**src/rtl/decode_stage_if.sv**
```systemverilog
// Handshake and decoded-bundle bundle between fetch, decode and execute.
interface decode_stage_if #(
  parameter int DATA_W     = 32,
  parameter int REG_ADDR_W = 5,
  parameter int CNT_W      = 16
);
  logic                  in_valid;
  logic                  in_ready;
  logic [31:0]           inst;
  logic [DATA_W-1:0]     pc_plus4;
  logic                  flush;
  logic                  out_valid;
  logic                  out_ready;
  logic [REG_ADDR_W-1:0] d_rs;
  logic [REG_ADDR_W-1:0] d_rt;
  logic [REG_ADDR_W-1:0] d_dest;
  logic [DATA_W-1:0]     d_imm;
  logic [25:0]           d_jtarget;
  logic [DATA_W-1:0]     d_pc_plus4;
  logic [5:0]            d_alu_op;
  logic                  d_alu_imm;
  logic                  d_jump;
  logic                  d_jump_reg;
  logic                  d_branch;
  logic                  d_load;
  logic                  d_store;
  logic                  d_link;
  logic                  d_write_reg;
  logic                  d_illegal;
  logic [CNT_W-1:0]      stall_count;

  modport slave (
    input  in_valid, inst, pc_plus4, flush, out_ready,
    output in_ready, out_valid, d_rs, d_rt, d_dest, d_imm,
           d_jtarget, d_pc_plus4, d_alu_op, d_alu_imm, d_jump,
           d_jump_reg, d_branch, d_load, d_store, d_link,
           d_write_reg, d_illegal, stall_count
  );

  modport master (
    output in_valid, inst, pc_plus4, flush, out_ready,
    input  in_ready, out_valid, d_rs, d_rt, d_dest, d_imm,
           d_jtarget, d_pc_plus4, d_alu_op, d_alu_imm, d_jump,
           d_jump_reg, d_branch, d_load, d_store, d_link,
           d_write_reg, d_illegal, stall_count
  );
endinterface

```
**src/rtl/decode_stage.sv**
```systemverilog
// Mini-MIPS decode stage: registered control bundle, load-use
// bubble, flush, and saturating stall counter.
module decode_stage #(
  parameter int DATA_W     = 32,
  parameter int REG_ADDR_W = 5,
  parameter int LINK_REG   = 31,
  parameter int CNT_W      = 16
) (
  input logic          clk,
  input logic          rst_n,
  decode_stage_if.slave bus
);
  localparam logic [5:0] R_TYPE = 6'h00;
  localparam logic [5:0] J      = 6'h02;
  localparam logic [5:0] JAL    = 6'h03;
  localparam logic [5:0] BEQ    = 6'h04;
  localparam logic [5:0] BNE    = 6'h05;
  localparam logic [5:0] BGT    = 6'h06;
  localparam logic [5:0] BGTE   = 6'h07;
  localparam logic [5:0] JR     = 6'h08;
  localparam logic [5:0] LUI    = 6'h0F;
  localparam logic [5:0] BLE    = 6'h16;
  localparam logic [5:0] BLEQ   = 6'h17;
  localparam logic [5:0] BLEU   = 6'h18;
  localparam logic [5:0] BGTU   = 6'h19;
  localparam logic [5:0] LW     = 6'h23;
  localparam logic [5:0] SW     = 6'h2B;
  localparam logic [5:0] SLL    = 6'h00;
  localparam logic [5:0] SRL    = 6'h02;
  localparam logic [5:0] SRA    = 6'h03;

  typedef struct packed {
    logic [REG_ADDR_W-1:0] rs;
    logic [REG_ADDR_W-1:0] rt;
    logic [REG_ADDR_W-1:0] dest;
    logic [DATA_W-1:0]     imm;
    logic [25:0]           jt;
    logic [DATA_W-1:0]     pc;
    logic [5:0]            alu_op;
    logic                  alu_imm;
    logic                  jump;
    logic                  jump_reg;
    logic                  branch;
    logic                  load;
    logic                  store;
    logic                  link;
    logic                  write_reg;
    logic                  illegal;
  } bundle_t;

  logic [5:0]  op;
  logic [5:0]  funct;
  logic        is_r, is_j, is_jal, is_jr, is_br;
  logic        is_lui, is_lw, is_sw, legal;
  logic        shift, uses_rs, uses_rt;
  logic        hazard, accept, stall_inc;
  logic [31:0] lui_val;
  bundle_t     dec;
  bundle_t     bun_q, bun_d;
  logic        valid_q, valid_d;
  logic [CNT_W-1:0] cnt_q, cnt_d;

  assign op      = bus.inst[31:26];
  assign funct   = bus.inst[5:0];
  assign lui_val = {bus.inst[15:0], 16'b0};

  always_comb begin
    is_r   = 1'b0;
    is_j   = 1'b0;
    is_jal = 1'b0;
    is_jr  = 1'b0;
    is_br  = 1'b0;
    is_lui = 1'b0;
    is_lw  = 1'b0;
    is_sw  = 1'b0;
    legal  = 1'b1;
    case (op)
      R_TYPE: is_r   = 1'b1;
      J:      is_j   = 1'b1;
      JAL:    is_jal = 1'b1;
      JR:     is_jr  = 1'b1;
      LUI:    is_lui = 1'b1;
      LW:     is_lw  = 1'b1;
      SW:     is_sw  = 1'b1;
      BEQ, BNE, BGT, BGTE,
      BLE, BLEQ, BLEU, BGTU:
              is_br  = 1'b1;
      default: legal = 1'b0;
    endcase
  end

  assign shift = is_r &&
    (funct == SLL || funct == SRL || funct == SRA);
  assign uses_rs = !(is_j || is_jal);
  assign uses_rt = is_r || is_sw || is_br;

  always_comb begin
    dec          = '0;
    dec.rs       = bus.inst[25:21];
    dec.rt       = bus.inst[20:16];
    dec.jt       = bus.inst[25:0];
    dec.pc       = bus.pc_plus4;
    dec.alu_op   = funct;
    dec.jump     = is_j || is_jr || is_jal;
    dec.jump_reg = is_jr;
    dec.link     = is_jal;
    dec.branch   = is_br;
    dec.load     = is_lw || is_lui;
    dec.store    = is_sw;
    dec.illegal  = !legal;
    dec.alu_imm  = is_r ? shift : !is_br;
    if (is_jal)
      dec.dest = REG_ADDR_W'(LINK_REG);
    else if (is_r)
      dec.dest = bus.inst[15:11];
    else
      dec.dest = bus.inst[20:16];
    if (shift)
      dec.imm = DATA_W'(bus.inst[10:6]);
    else if (is_lui)
      dec.imm = DATA_W'(lui_val);
    else
      dec.imm = DATA_W'($signed(bus.inst[15:0]));
    dec.write_reg = legal && (is_r || is_jal || dec.load) &&
                    dec.dest != '0;
  end

  // Only a valid load still sitting in the output register can
  // leave its result unavailable to the next instruction.
  assign hazard = valid_q && bun_q.load && bun_q.dest != '0 &&
    ((uses_rs && bus.inst[25:21] == bun_q.dest) ||
     (uses_rt && bus.inst[20:16] == bun_q.dest));

  assign bus.in_ready = (!valid_q || bus.out_ready) &&
                        !hazard && !bus.flush;
  assign accept    = bus.in_valid && bus.in_ready;
  assign stall_inc = bus.in_valid && hazard &&
                     bus.out_ready && !bus.flush;

  always_comb begin
    valid_d = valid_q;
    bun_d   = bun_q;
    cnt_d   = cnt_q;
    if (bus.flush) begin
      valid_d = 1'b0;
    end else if (accept) begin
      valid_d = 1'b1;
      bun_d   = dec;
    end else if (bus.out_ready && valid_q) begin
      valid_d = 1'b0;
    end
    if (stall_inc && cnt_q != '1)
      cnt_d = cnt_q + 1'b1;
  end

  always_ff @(posedge clk or negedge rst_n) begin
    if (!rst_n) begin
      valid_q <= 1'b0;
      bun_q   <= '0;
      cnt_q   <= '0;
    end else begin
      valid_q <= valid_d;
      bun_q   <= bun_d;
      cnt_q   <= cnt_d;
    end
  end

  assign bus.out_valid   = valid_q;
  assign bus.d_rs        = bun_q.rs;
  assign bus.d_rt        = bun_q.rt;
  assign bus.d_dest      = bun_q.dest;
  assign bus.d_imm       = bun_q.imm;
  assign bus.d_jtarget   = bun_q.jt;
  assign bus.d_pc_plus4  = bun_q.pc;
  assign bus.d_alu_op    = bun_q.alu_op;
  assign bus.d_alu_imm   = bun_q.alu_imm;
  assign bus.d_jump      = bun_q.jump;
  assign bus.d_jump_reg  = bun_q.jump_reg;
  assign bus.d_branch    = bun_q.branch;
  assign bus.d_load      = bun_q.load;
  assign bus.d_store     = bun_q.store;
  assign bus.d_link      = bun_q.link;
  assign bus.d_write_reg = bun_q.write_reg;
  assign bus.d_illegal   = bun_q.illegal;
  assign bus.stall_count = cnt_q;
endmodule
```
**src/flat_wrapper.sv**
```systemverilog
// flat-port wrapper written by rule: the top's interface ports become plain ports
module decode_stage_flat 
#(
  parameter int DATA_W     = 32,
  parameter int REG_ADDR_W = 5,
  parameter int LINK_REG   = 31,
  parameter int CNT_W      = 16
)
  (clk, rst_n, bus_in_valid, bus_inst, bus_pc_plus4, bus_flush, bus_out_ready, bus_in_ready, bus_out_valid, bus_d_rs, bus_d_rt, bus_d_dest, bus_d_imm, bus_d_jtarget, bus_d_pc_plus4, bus_d_alu_op, bus_d_alu_imm, bus_d_jump, bus_d_jump_reg, bus_d_branch, bus_d_load, bus_d_store, bus_d_link, bus_d_write_reg, bus_d_illegal, bus_stall_count);
  decode_stage_if #(.DATA_W(DATA_W), .REG_ADDR_W(REG_ADDR_W), .CNT_W(CNT_W)) bus_i ();
  input logic clk;
  input logic rst_n;
  input wire logic [$bits(bus_i.in_valid)-1:0] bus_in_valid;
  input wire logic [$bits(bus_i.inst)-1:0] bus_inst;
  input wire logic [$bits(bus_i.pc_plus4)-1:0] bus_pc_plus4;
  input wire logic [$bits(bus_i.flush)-1:0] bus_flush;
  input wire logic [$bits(bus_i.out_ready)-1:0] bus_out_ready;
  output wire logic [$bits(bus_i.in_ready)-1:0] bus_in_ready;
  output wire logic [$bits(bus_i.out_valid)-1:0] bus_out_valid;
  output wire logic [$bits(bus_i.d_rs)-1:0] bus_d_rs;
  output wire logic [$bits(bus_i.d_rt)-1:0] bus_d_rt;
  output wire logic [$bits(bus_i.d_dest)-1:0] bus_d_dest;
  output wire logic [$bits(bus_i.d_imm)-1:0] bus_d_imm;
  output wire logic [$bits(bus_i.d_jtarget)-1:0] bus_d_jtarget;
  output wire logic [$bits(bus_i.d_pc_plus4)-1:0] bus_d_pc_plus4;
  output wire logic [$bits(bus_i.d_alu_op)-1:0] bus_d_alu_op;
  output wire logic [$bits(bus_i.d_alu_imm)-1:0] bus_d_alu_imm;
  output wire logic [$bits(bus_i.d_jump)-1:0] bus_d_jump;
  output wire logic [$bits(bus_i.d_jump_reg)-1:0] bus_d_jump_reg;
  output wire logic [$bits(bus_i.d_branch)-1:0] bus_d_branch;
  output wire logic [$bits(bus_i.d_load)-1:0] bus_d_load;
  output wire logic [$bits(bus_i.d_store)-1:0] bus_d_store;
  output wire logic [$bits(bus_i.d_link)-1:0] bus_d_link;
  output wire logic [$bits(bus_i.d_write_reg)-1:0] bus_d_write_reg;
  output wire logic [$bits(bus_i.d_illegal)-1:0] bus_d_illegal;
  output wire logic [$bits(bus_i.stall_count)-1:0] bus_stall_count;
  assign bus_i.in_valid = bus_in_valid;
  assign bus_i.inst = bus_inst;
  assign bus_i.pc_plus4 = bus_pc_plus4;
  assign bus_i.flush = bus_flush;
  assign bus_i.out_ready = bus_out_ready;
  assign bus_in_ready = bus_i.in_ready;
  assign bus_out_valid = bus_i.out_valid;
  assign bus_d_rs = bus_i.d_rs;
  assign bus_d_rt = bus_i.d_rt;
  assign bus_d_dest = bus_i.d_dest;
  assign bus_d_imm = bus_i.d_imm;
  assign bus_d_jtarget = bus_i.d_jtarget;
  assign bus_d_pc_plus4 = bus_i.d_pc_plus4;
  assign bus_d_alu_op = bus_i.d_alu_op;
  assign bus_d_alu_imm = bus_i.d_alu_imm;
  assign bus_d_jump = bus_i.d_jump;
  assign bus_d_jump_reg = bus_i.d_jump_reg;
  assign bus_d_branch = bus_i.d_branch;
  assign bus_d_load = bus_i.d_load;
  assign bus_d_store = bus_i.d_store;
  assign bus_d_link = bus_i.d_link;
  assign bus_d_write_reg = bus_i.d_write_reg;
  assign bus_d_illegal = bus_i.d_illegal;
  assign bus_stall_count = bus_i.stall_count;
  decode_stage #(.DATA_W(DATA_W), .REG_ADDR_W(REG_ADDR_W), .LINK_REG(LINK_REG), .CNT_W(CNT_W)) u_core (.clk(clk), .rst_n(rst_n), .bus(bus_i));
endmodule
```
**config.mk**
```make
export PLATFORM = sky130hd
export DESIGN_NAME = decode_stage_flat
export DESIGN_NICKNAME = d
export VERILOG_FILES = /design/src/rtl/decode_stage_if.sv /design/src/rtl/decode_stage.sv /design/src/flat_wrapper.sv
export SDC_FILE = /design/constraint.sdc
export NUM_CORES = 1
export LEC_CHECK = 0
export ABC_AREA = 0
export CAP_MARGIN = 15
export CELL_PAD_IN_SITES_DETAIL_PLACEMENT = 1
export CELL_PAD_IN_SITES_GLOBAL_PLACEMENT = 2
export CORE_ASPECT_RATIO = 0.5
export CORE_MARGIN = 2
export CORE_UTILIZATION = 25
export CTS_CLUSTER_DIAMETER = 120
export CTS_CLUSTER_SIZE = 20
export DETAILED_ROUTE_END_ITERATION = 16
export DONT_BUFFER_PORTS = 1
export GPL_ROUTABILITY_DRIVEN = 0
export PLACE_DENSITY = 0.57
export SLEW_MARGIN = 10
export SYNTH_ARGS = -nofsm -noshare
export SYNTH_HDL_FRONTEND = slang
export SYNTH_SLANG_ARGS = --single-unit
export TNS_END_PERCENT = 50
```
**constraint.sdc**
```tcl
create_clock -name clk -period 3.5 [get_ports clk]
set_input_delay 0.35 -clock clk [delete_from_list [all_inputs] [get_ports clk]]
set_output_delay 0.35 -clock clk [all_outputs]
set_load 0.02 [all_outputs]
```
== Word level (Yosys, flattened, before mapping) ==
Index checks and enable logic that the tools add are counted.
Storage, ports and cells
  register bits: 137
  input bits: 69
  output and inout port bits: 138
  word-level logic and storage cells: 98
Operators by class
  add/subtract/negate cells: 1
  eq/ne operators: 19
  muxes and demuxes: 17
  bitwise gates (word level): 1
  reductions and logical operators: 42
Operators by type and width (number)
  2-to-1 mux 32 bit: 1
  2-to-1 mux 31 bit: 1
  == test 6 x 2 -> 1 bit, second input constant: 4
  == test 6 x 3 -> 1 bit, second input constant: 4
  == test 6 x 5 -> 1 bit, second input constant: 4
  adder 16 x 1 -> 16 bit, second input constant: 1
  logical AND 1 bit: 16
  != test 16 bit, second input constant: 1
  OR reduction 15 bit: 1
  2-to-1 mux 1 bit: 13
  == test 6 x 4 -> 1 bit, second input constant: 2
  == test 6 bit, second input constant: 2
  logical NOT 6 bit: 2
  logical OR 1 bit: 12
  == test 5 bit: 2
  2-to-1 mux 5 bit: 2
  nonzero test 5 bit: 2
  OR reduction 8 bit: 1
  logical NOT 1 bit: 6
  nonzero test 3 bit: 1
  AND reduction 2 bit: 1
  inverter 1 bit: 1

== Longest topological paths before layout ==
  depth in word-level cells: 13
  gate-level depth with buffers: 9
  mapped depth without buffers: 6

== Least setup slack after synthesis ==
OpenSTA, ideal clock, no wires.
  path kind: flip-flop to output port
  start point: register u_core.bun_q, in the netlist u_core.bus.d_dest[0]
  end point: output port bus_in_ready
  arrival time: 2231 ps
  data required time: 3150 ps
  slack: 919 ps
  stages on the path, launching flop included: 7
  path buffers: 1
  cells stage by stage: dfrtp_1 > or4_1 > o211ai_1 > or4_1 > o31ai_4 > buf_2 > nor3_1
Between the ends
  longest elaborated chain between the ends: 7
  elaborated cells between the ends (all ways): 11
  those cells by class: eq/ne: 2; reduce/logical: 9
RTL lines
  from (decl): line decode_stage.sv:59  | bundle_t bun_q, bun_d;
  from (signal assigned): line decode_stage.sv:163  | bun_q <= bun_d;
  == test 5 bit (on tied branches): line decode_stage.sv:131, decode_stage.sv:132
  logical AND 1 bit (on tied branches): line decode_stage.sv:131, decode_stage.sv:132
  logical OR 1 bit: line decode_stage.sv:131  | ((uses_rs && bus.inst[25:21] == bun_q.dest) ||
  logical AND 1 bit (*): line decode_stage.sv:130  | assign hazard = valid_q && bun_q.load && bun_q.dest != '0 &&
  logical NOT 1 bit (*): line decode_stage.sv:135  | !hazard && !bus.flush;
  logical AND 1 bit (*): line decode_stage.sv:134  | assign bus.in_ready = (!valid_q || bus.out_ready) &&
  logical AND 1 bit (*): line decode_stage.sv:135
  to (decl): line flat_wrapper.sv:18  | output wire logic [$bits(bus_i.in_ready)-1:0] bus_in_ready;
Mark *: on every way between the ends. The rest lies on a longest branch, timed or not.

== Worst setup path in the final report ==
Ends and elaborated chain as after synthesis.

==> results.toml <==
[pwr]
vdd_drop_max_mv = 0.248
leakagePower_nw = 2.83
power_density_mw_per_mm2 = 665
fin_total_pwr_w = 0.00431

[outcome]
status = "completed"

[die]
die_area_mm2 = 0.0234
initial_core_util_pct = 25.5
ios = 207
die_h_um = 109
rows = 38
core_mm2 = 0.0217
die_w_um = 214

[logic_synthesis]
synthXorXnorAreaFrac_pct = 3.48
async_flop_share_pct = 100
netlist_instances = 486
yosysMostFrequentCell = "dfrtp_1"
ys.warnings.count = 0
synth_edf_count = 0
syn_area_mm2 = 0.00554
synth_area_leaders = "dfrtp_1 (55%), mux2_2 (8.7%), nand2_1 (4.3%)"
synthMuxAreaShare_pct = 13.1
syn_area_per_cell_um2 = 11.4
synth_top_family_by_area = "multiplexers"
synth_compound_area_share_pct = 12.1
yosys.area_share.simple_pct = 11.5
yosysTopAreaCell = "dfrtp_1"
ys.flop_type = "dfrtp_1"
synth_nets = 556
synth_commonest_cells = "dfrtp_1 (121), nand2_1 (64), mux2_2 (43)"
ys_types = 51
seq_area_frac_synth_pct = 54.7
synth_top_cell_area_share_pct = 54.7
synth_fa_ha_area_share_pct = 0.226
synth_seq_cells = 121

[routing]
first_pass_iters = 4
wl_per_cell_um = 19.4
num_vias = 3645
detail-route-antenna-nets = 0
detail_route.wirelength_um = 15300
vias_per_cell = 4.63
drcViolationCount = 0
drt_iter0_markers = 167

[clock_tree]
clock_path_buffers = 2
cts_inserted_buffers = 17
cts_tree = "done"
clk_latency_ns = 0.42
clock-sinks = 121
h-tree-depth = 4
cts_setup_buffers = 0
clk_pin_slew_ns = 0.06
root_buffer = "clkbuf_16"

[placed_design]
dp_hpwl_um = 10700
port-buffer-count = 0
dp.cells = 752
dp_slack_ns = 0.690

[global_route]
grt_overflow = 0
grt_max_degree = 122
grt_pass1_wl_um = 23700
grt_pass1_vias = 3880
antenna_found_initial = 0
grt_use_total_pct = 13.6

[sta]
slew_violations = 0
max_slew_margin_pct = 40.2
tightest_slew_ns = 0.894
max_freq_mhz = 315
min_period_ns = 3.17
tns_ns = 0
worst_slack_ns = 0.328
fin_crit_sh_pct = 90.6
setup_viol = 0
hold_viol_final = 0
skew_ns = 0.00784
rsz0062_at_grt = "false"

[finish]
drive_gt1_share_pct = 18.9
fin_cells = 787
diodes = 0
area_delta_synth_final_pct = 17.2
fin_nets = 544
fin_util_pct = 29.9
n_fill_cell = 2403

[worst_setup_path]
path_max_fanout = 12
cp_data_arrival_time_ns = 2.82
path_class = "reg2out"
critPathCaptureType = "output port"
worstPathCellList = "or4_1, o211ai_1, or4_1, o31ai_4, nor3_1"
cp_data_required_time_ns = 3.15
slowest_delay_ns = 0.67
critical_path.most_common_cell = "or4_1"
critPathSlowestCell = "nor3_1"
startpoint_type = "flop"

[job]
timing.max_cap.violations = 0

[min_path]
holdCritPathClass = "in2reg"
==> path summary, 6_finish.rpt <==
| path | from | end | slack [ns] | cells after the start |
|---|---|---|---|---|
| setup / recovery | u_core.bus.d_dest[0] | bus_in_ready | 0.33 | 5 |
| hold / removal | bus_inst[4] | u_core.bus.d_alu_op[4] | 0.05 | 1 |
| setup reg to reg | u_core.bus.d_dest[3] | u_core.bus.d_pc_plus4[31] | 0.69 | 6 |
| hold reg to reg | u_core.bus.d_imm[7] | u_core.bus.d_imm[7] | 0.62 | 2 |
| max in group asynchronous | rst_n | u_core.bus.stall_count[14] | 2.42 | 2 |
| min in group asynchronous | rst_n | u_core.bus.d_imm[3] | 0.54 | 2 |
==> where the power goes <==
group	internal [W]	switching, W
clock	0.00131	0.000686
combinational	0.000166	0.000146
sequential	0.00158	0.000425
total	0.00306	0.00126
==> critical path: cells and delay by family, from the launching register on <==
kind	cells	cell delay, ns
AND/OR/NAND/NOR	3	1.50
flip-flops	1	0.50
AO/OA/AOI/OAI	2	0.40
==> cell usage in the layout, fill, tap and decap left out, drive strengths merged, types with 3 or more instances in the layout <==
cell type	n
nand3	12
o31ai	3
o21ai	27
bufinv	5
mux2	60
or2	3
nand2b	4
nor4	4
nor3b	3
clkinv	4
nor2	11
a21o	22
a22oi	3
and3	3
xnor2	17
inv	10
or4	5
xor2	5
nand2	64
a211oi	17
nand4	5
nor3	9
buf	9
clkbuf	19
dfrtp	121
mux2i	5
nor2b	3
a21oi	10
==> kinds of logic after synthesis <==
logic type,after synthesis
AND/OR/NAND/NOR,132
buffers and inverters,49
flip-flops,121
multiplexers,65
adder cells (fa/ha/maj),1
AO/OA/AOI/OAI,96
XOR/XNOR,22
==> stage by stage <==
| stage | hold slack [ns] | instance area [um^2] |
|---|---|---|
| after detailed placement | 0.0585 | 5780 |
| after global placement | 0.0586 | 5780 |
| final | 0.0530 | 6490 |
| after CTS | 0.0229 | 6490 |
| after global routing | 0.0261 | 6490 |
| after floorplan | 0.0544 | 5540 |
==> timing repair <==
action,4_1_cts,5_1_grt
hold endpoints to repair,122,0
hold buffers,3,0
gates resized for setup,0,0
==> metal layers <==
layer | vias up | GRT usage (%) | wire [um]
li1 | 1691 | - | -
met1 | 1857 | 15.5 | 6460
met2 | 86 | 23.6 | 7760
met3 | 11 | 5.77 | 904
met4 | 0 | 4.17 | 146
met5 | - | 0 | 0
==> area by class of cell <==
class	instances	area, um^2	area share [%]
Timing Repair Buffer	11	158	2.43
Clock inverter	13	215	3.32
Clock buffer	19	453	6.98
Tap cell	300	375	5.78
Multi-Input combinational cell	316	2240	34.4
Sequential cell	121	3030	46.6
Inverter	7	26.3	0.405
Power figures use the tool's default switching activity.
==> edit 1: new RTL, same flow settings <==
`DATA_W` is set to 32 in 3 places; all go to 16.
--- a/src/rtl/decode_stage_if.sv
+++ b/src/rtl/decode_stage_if.sv
@@ -1,5 +1,5 @@
 // Handshake and decoded-bundle bundle between fetch, decode and execute.
 interface decode_stage_if #(
-  parameter int DATA_W     = 32,
+  parameter int DATA_W     = 16,
   parameter int REG_ADDR_W = 5,
   parameter int CNT_W      = 16
--- a/src/rtl/decode_stage.sv
+++ b/src/rtl/decode_stage.sv
@@ -2,5 +2,5 @@
 // bubble, flush, and saturating stall counter.
 module decode_stage #(
-  parameter int DATA_W     = 32,
+  parameter int DATA_W     = 16,
   parameter int REG_ADDR_W = 5,
   parameter int LINK_REG   = 31,
--- a/src/flat_wrapper.sv
+++ b/src/flat_wrapper.sv
@@ -2,5 +2,5 @@
 module decode_stage_flat 
 #(
-  parameter int DATA_W     = 32,
+  parameter int DATA_W     = 16,
   parameter int REG_ADDR_W = 5,
   parameter int LINK_REG   = 31,
Interface: changed (resized bus_d_imm, bus_d_pc_plus4 and bus_pc_plus4); port bits go from 207 to 159. The function was not compared with the original's and may differ.
==> edit 1 against the original RTL <==
- total power shrank 38%
- worst setup slack gained 0.46 ns
- sequential cell count shrank 32
- synthesized area shrank 21%
- final cell count shrank 25%
- via count shrank 25%
- fmax grew 17%
- final area shrank 26%
- routed wire length shrank 25%
- critical path type is now flop to flop
==> edit 1: results <==
{
  "cpPeakStageDelay_ns": 0.59,
  "numCtsBuffers": 9,
  "status": "complete, no violations",
  "drt-initial-drc-count": 111,
  "cp_max_fo": 46,
  "first_pass_iters": 3,
  "layout-drive-gt1-share_pct": 23.1,
  "synth_cell_types": 47,
  "clockPowerShare_pct": 35.1,
  "multi_input_cells": 233,
  "ys_top_cells_by_count": "dfrtp_1 (89), mux2_2 (56), nand2_1 (30)",
  "use_met1_pct": 15.5,
  "cp_top_family": "buffers and inverters",
  "place_ws_ns": 0.774,
  "grt_pass1_wl_mm": 17.8,
  "clock_buffers": 10,
  "multi_input_area_share_pct": 38.7,
  "placed_cell_area_um2": 4460,
  "clk_latency_ns": 0.35,
  "layout.nets": 409,
  "ys_seq_area_share_pct": 50.8,
  "inv_count": 16,
  "syn_avg_cell_area_um2": 11.7,
  "p_leak_nw": 2.15,
  "r2r_cells": 7,
  "grt_max_degree": 90,
  "worstMarginPinSlew_ns": 1.04,
  "grt_pass1_vias": 2977,
  "tap_cells": 234,
  "critical-path-slowest-cell": "buf_4",
  "netlist_top_cells_area": "dfrtp_1 (51%), mux2_2 (14%), mux2i_1 (3.9%)"
}
edit 1: changes by cell type after synthesis, moves of 12 or more:
cell / delta
mux2_1: -13
a21o_1: -22
a211oi_1: -15
nand2_1: -34
mux2_2: +13
dfrtp_1: -32
o21ai_0: -21
xor2_1: +14
mux2i_1: +12
edit 1: worst min-delay path by stage:
stage / slack [ns] / start / cells past startpoint / endpoint
final: 0.06 / bus_flush / 1 / u_core.bus.out_valid
after global routing: 0.03 / bus_flush / 1 / u_core.bus.out_valid
after CTS: 0.03 / bus_flush / 1 / u_core.bus.out_valid
after detailed placement: 0.06 / rst_n / 0 / u_core.bus.stall_count[14]
after global placement: 0.06 / rst_n / 0 / u_core.bus.stall_count[14]
after floorplan: 0.05 / rst_n / 0 / u_core.bus.d_alu_imm
edit 1: cells by family after synthesis:
kind of cell	share of synthesized area, %
adders and majority gates	0.285
DFF	50.8
AOI/OAI and AO/OA	5.16
and+or+nand+nor	12.5
buffers and inverters	7.04
xor gates and xnor gates	4.99
muxes	19.3
==> edit 2: new RTL, same flow settings <==
Without the edit above. Make the reset (`rst_n`) synchronous in one clocked block.
--- a/src/rtl/decode_stage.sv
+++ b/src/rtl/decode_stage.sv
@@ -154,5 +154,5 @@
   end
 
-  always_ff @(posedge clk or negedge rst_n) begin
+  always_ff @(posedge clk) begin
     if (!rst_n) begin
       valid_q <= 1'b0;
Behaviour: differs if rst_n is asserted again (counterexample within 4 cycles, from zero or initial values and one cycle with rst_n low); with rst_n held inactive, the same outputs for 4 cycles.
==> edit 2 against the original RTL <==
- count of clock-buffer cells in the layout rose by 2
- worst setup slack improved by 0.44 ns
- sequential cell count unchanged
- synthesized area shrank 5.2%
- routed wire length is 19% higher
- final area down 7.1%
- total power shrank 12%
- die area is 5.0% lower
- core utilization shrank 0.60 points
- worst hold slack got worse by 0.0038 ns
==> edit 2: results <==
{
  "ff2ff_setup_slack_ns": 0.81,
  "cts.clk_slew.worst_paths_ns": 0.06,
  "layout-drive-gt1-share_pct": 8.35,
  "synth-adder-area-share_pct": 0.238,
  "reg2reg_to": "u_core.bus.d_pc_plus4[15]",
  "r2r_cells": 7,
  "numCtsBuffers": 17,
  "root_buffer": "clkbuf_16",
  "hold_depth": 1,
  "io_buffers": 0,
  "status": "complete, no violations",
  "synth_compound_area_share_pct": 17.5,
  "worstHoldStart": "rst_n",
  "syn_avg_cell_area_um2": 7.79,
  "synthMostInstantiatedCell": "nand2_1",
  "grt_pass1_vias": 4513,
  "muxShareOfSynthArea_pct": 1.33,
  "synth_nets": 744,
  "drt_wl_total_mm": 18.2,
  "synthXorXnorAreaFrac_pct": 2.17,
  "synth_warnings": 0,
  "via_count": 4601,
  "cts_buffer_depth": 2,
  "min_to": "u_core.bus.stall_count[8]",
  "reg2reg_from": "u_core.bus.d_dest[0]",
  "layout.nets": 716,
  "track_usage_pct": 16.7,
  "clk_latency_ns": 0.43,
  "filler_cell_count": 2444,
  "cp_max_fo": 6,
  "netlist_top_cells_area": "dfxtp_1 (46%), nand2_1 (14%), a21oi_1 (11%)",
  "grt_max_degree": 62,
  "async_reset_ff_share_pct": 0,
  "grt_pass1_wl_mm": 27.9,
  "hold_class": "input port to flop",
  "cts.htree.levels": 4,
  "slew-limit-headroom_pct": 35.7,
  "netlist.area_leader.share_pct": 46.1,
  "dp_hpwl_mm": 13.0,
  "drt-initial-drc-count": 217,
  "ir_worst_vdd_mv": 0.232,
  "critical-path-slowest-cell": "or4_1",
  "cpPeakStageDelay_ns": 0.65,
  "synth_cell_types": 54,
  "antenna_found_initial": 0,
  "first_pass_iters": 5,
  "dp_cells": 899,
  "ys_seq_area_share_pct": 46.1,
  "p_leak_nw": 2.17,
  "vias_per_cell": 4.94,
  "antenna-diode-count": 0,
  "fin_skew_ns": 0.00745,
  "ys_top_cells_by_count": "nand2_1 (199), dfxtp_1 (121), a21oi_1 (115)"
}
[edit 2: stage by stage]
stage	hold WS, ns	instance area (um2)	utilization (%)	worst slack [ns]	power [W]
after detailed placement	0.433	5410	26.3	0.781	0.00198
after floorplan	0.428	5250	-	1.43	0.00190
final	0.0492	6030	29.3	0.771	0.00379
after global routing	0.0246	6030	29.3	0.603	0.00397
after global placement	0.429	5410	26.3	0.807	0.00198
after CTS	0.0207	6030	29.3	0.726	0.00386
[edit 2: worst max path at each step]
stage | depth (start not counted) | start | to
final | 4 | u_core.bus.d_dest[0] | bus_in_ready
after global routing | 7 | u_core.bus.d_dest[0] | u_core.bus.d_pc_plus4[1]
after CTS | 4 | u_core.bus.d_dest[0] | bus_in_ready
after detailed placement | 7 | u_core.bus.d_dest[0] | u_core.bus.d_pc_plus4[11]
after global placement | 7 | u_core.bus.d_dest[0] | u_core.bus.d_pc_plus4[6]
after floorplan | 6 | u_core.bus.d_dest[2] | u_core.bus.stall_count[11]
[edit 2: routing by layer]
layer	part of all wire, %	global-route usage (%)	routed length [um]	up-vias
met5	0	0	0	-
li1	-	-	-	2234
met4	1.2	5.36	220	0
met1	47	21.7	8600	2229
met3	8.0	7.09	1450	16
met2	43	24.9	7910	122
[edit 2: critical path: cells and delay by family (launching register included)]
kind	cells	cell delay, ns
and+or+nand+nor	2	0.97
AOI/OAI and AO/OA	2	0.55
DFF	1	0.43
[edit 2: timing repair]
item	CTS	global route
endpoints found under the hold margin	1	0
gates resized for setup	0	0
hold buffers	1	0
setup buffers	0	0
[edit 2: cell type report]
type	instances	area, um2	share of cell area, %
sequential	121	2420	40.2
timing repair buffer	14	133	2.20
multi-input combinational	489	2510	41.6
tap	273	342	5.66
clock inverter	11	145	2.41
inverter	3	12.5	0.207
clock buffer	21	470	7.80
[edit 2: kinds of logic after synthesis]
kind of cell	count (synthesis)
xor+xnor	13
mux	7
flops	121
compound gates	155
fa+ha+maj	1
simple gates	313
buf+inv	64
[edit 2: report_power, final]
group	internal, W	switching [W]	total, W
Combinational	0.000103	0.000190	0.000292
Sequential	0.00146	0.000192	0.00165
Clock	0.00117	0.000668	0.00184
Total	0.00274	0.00105	0.00379
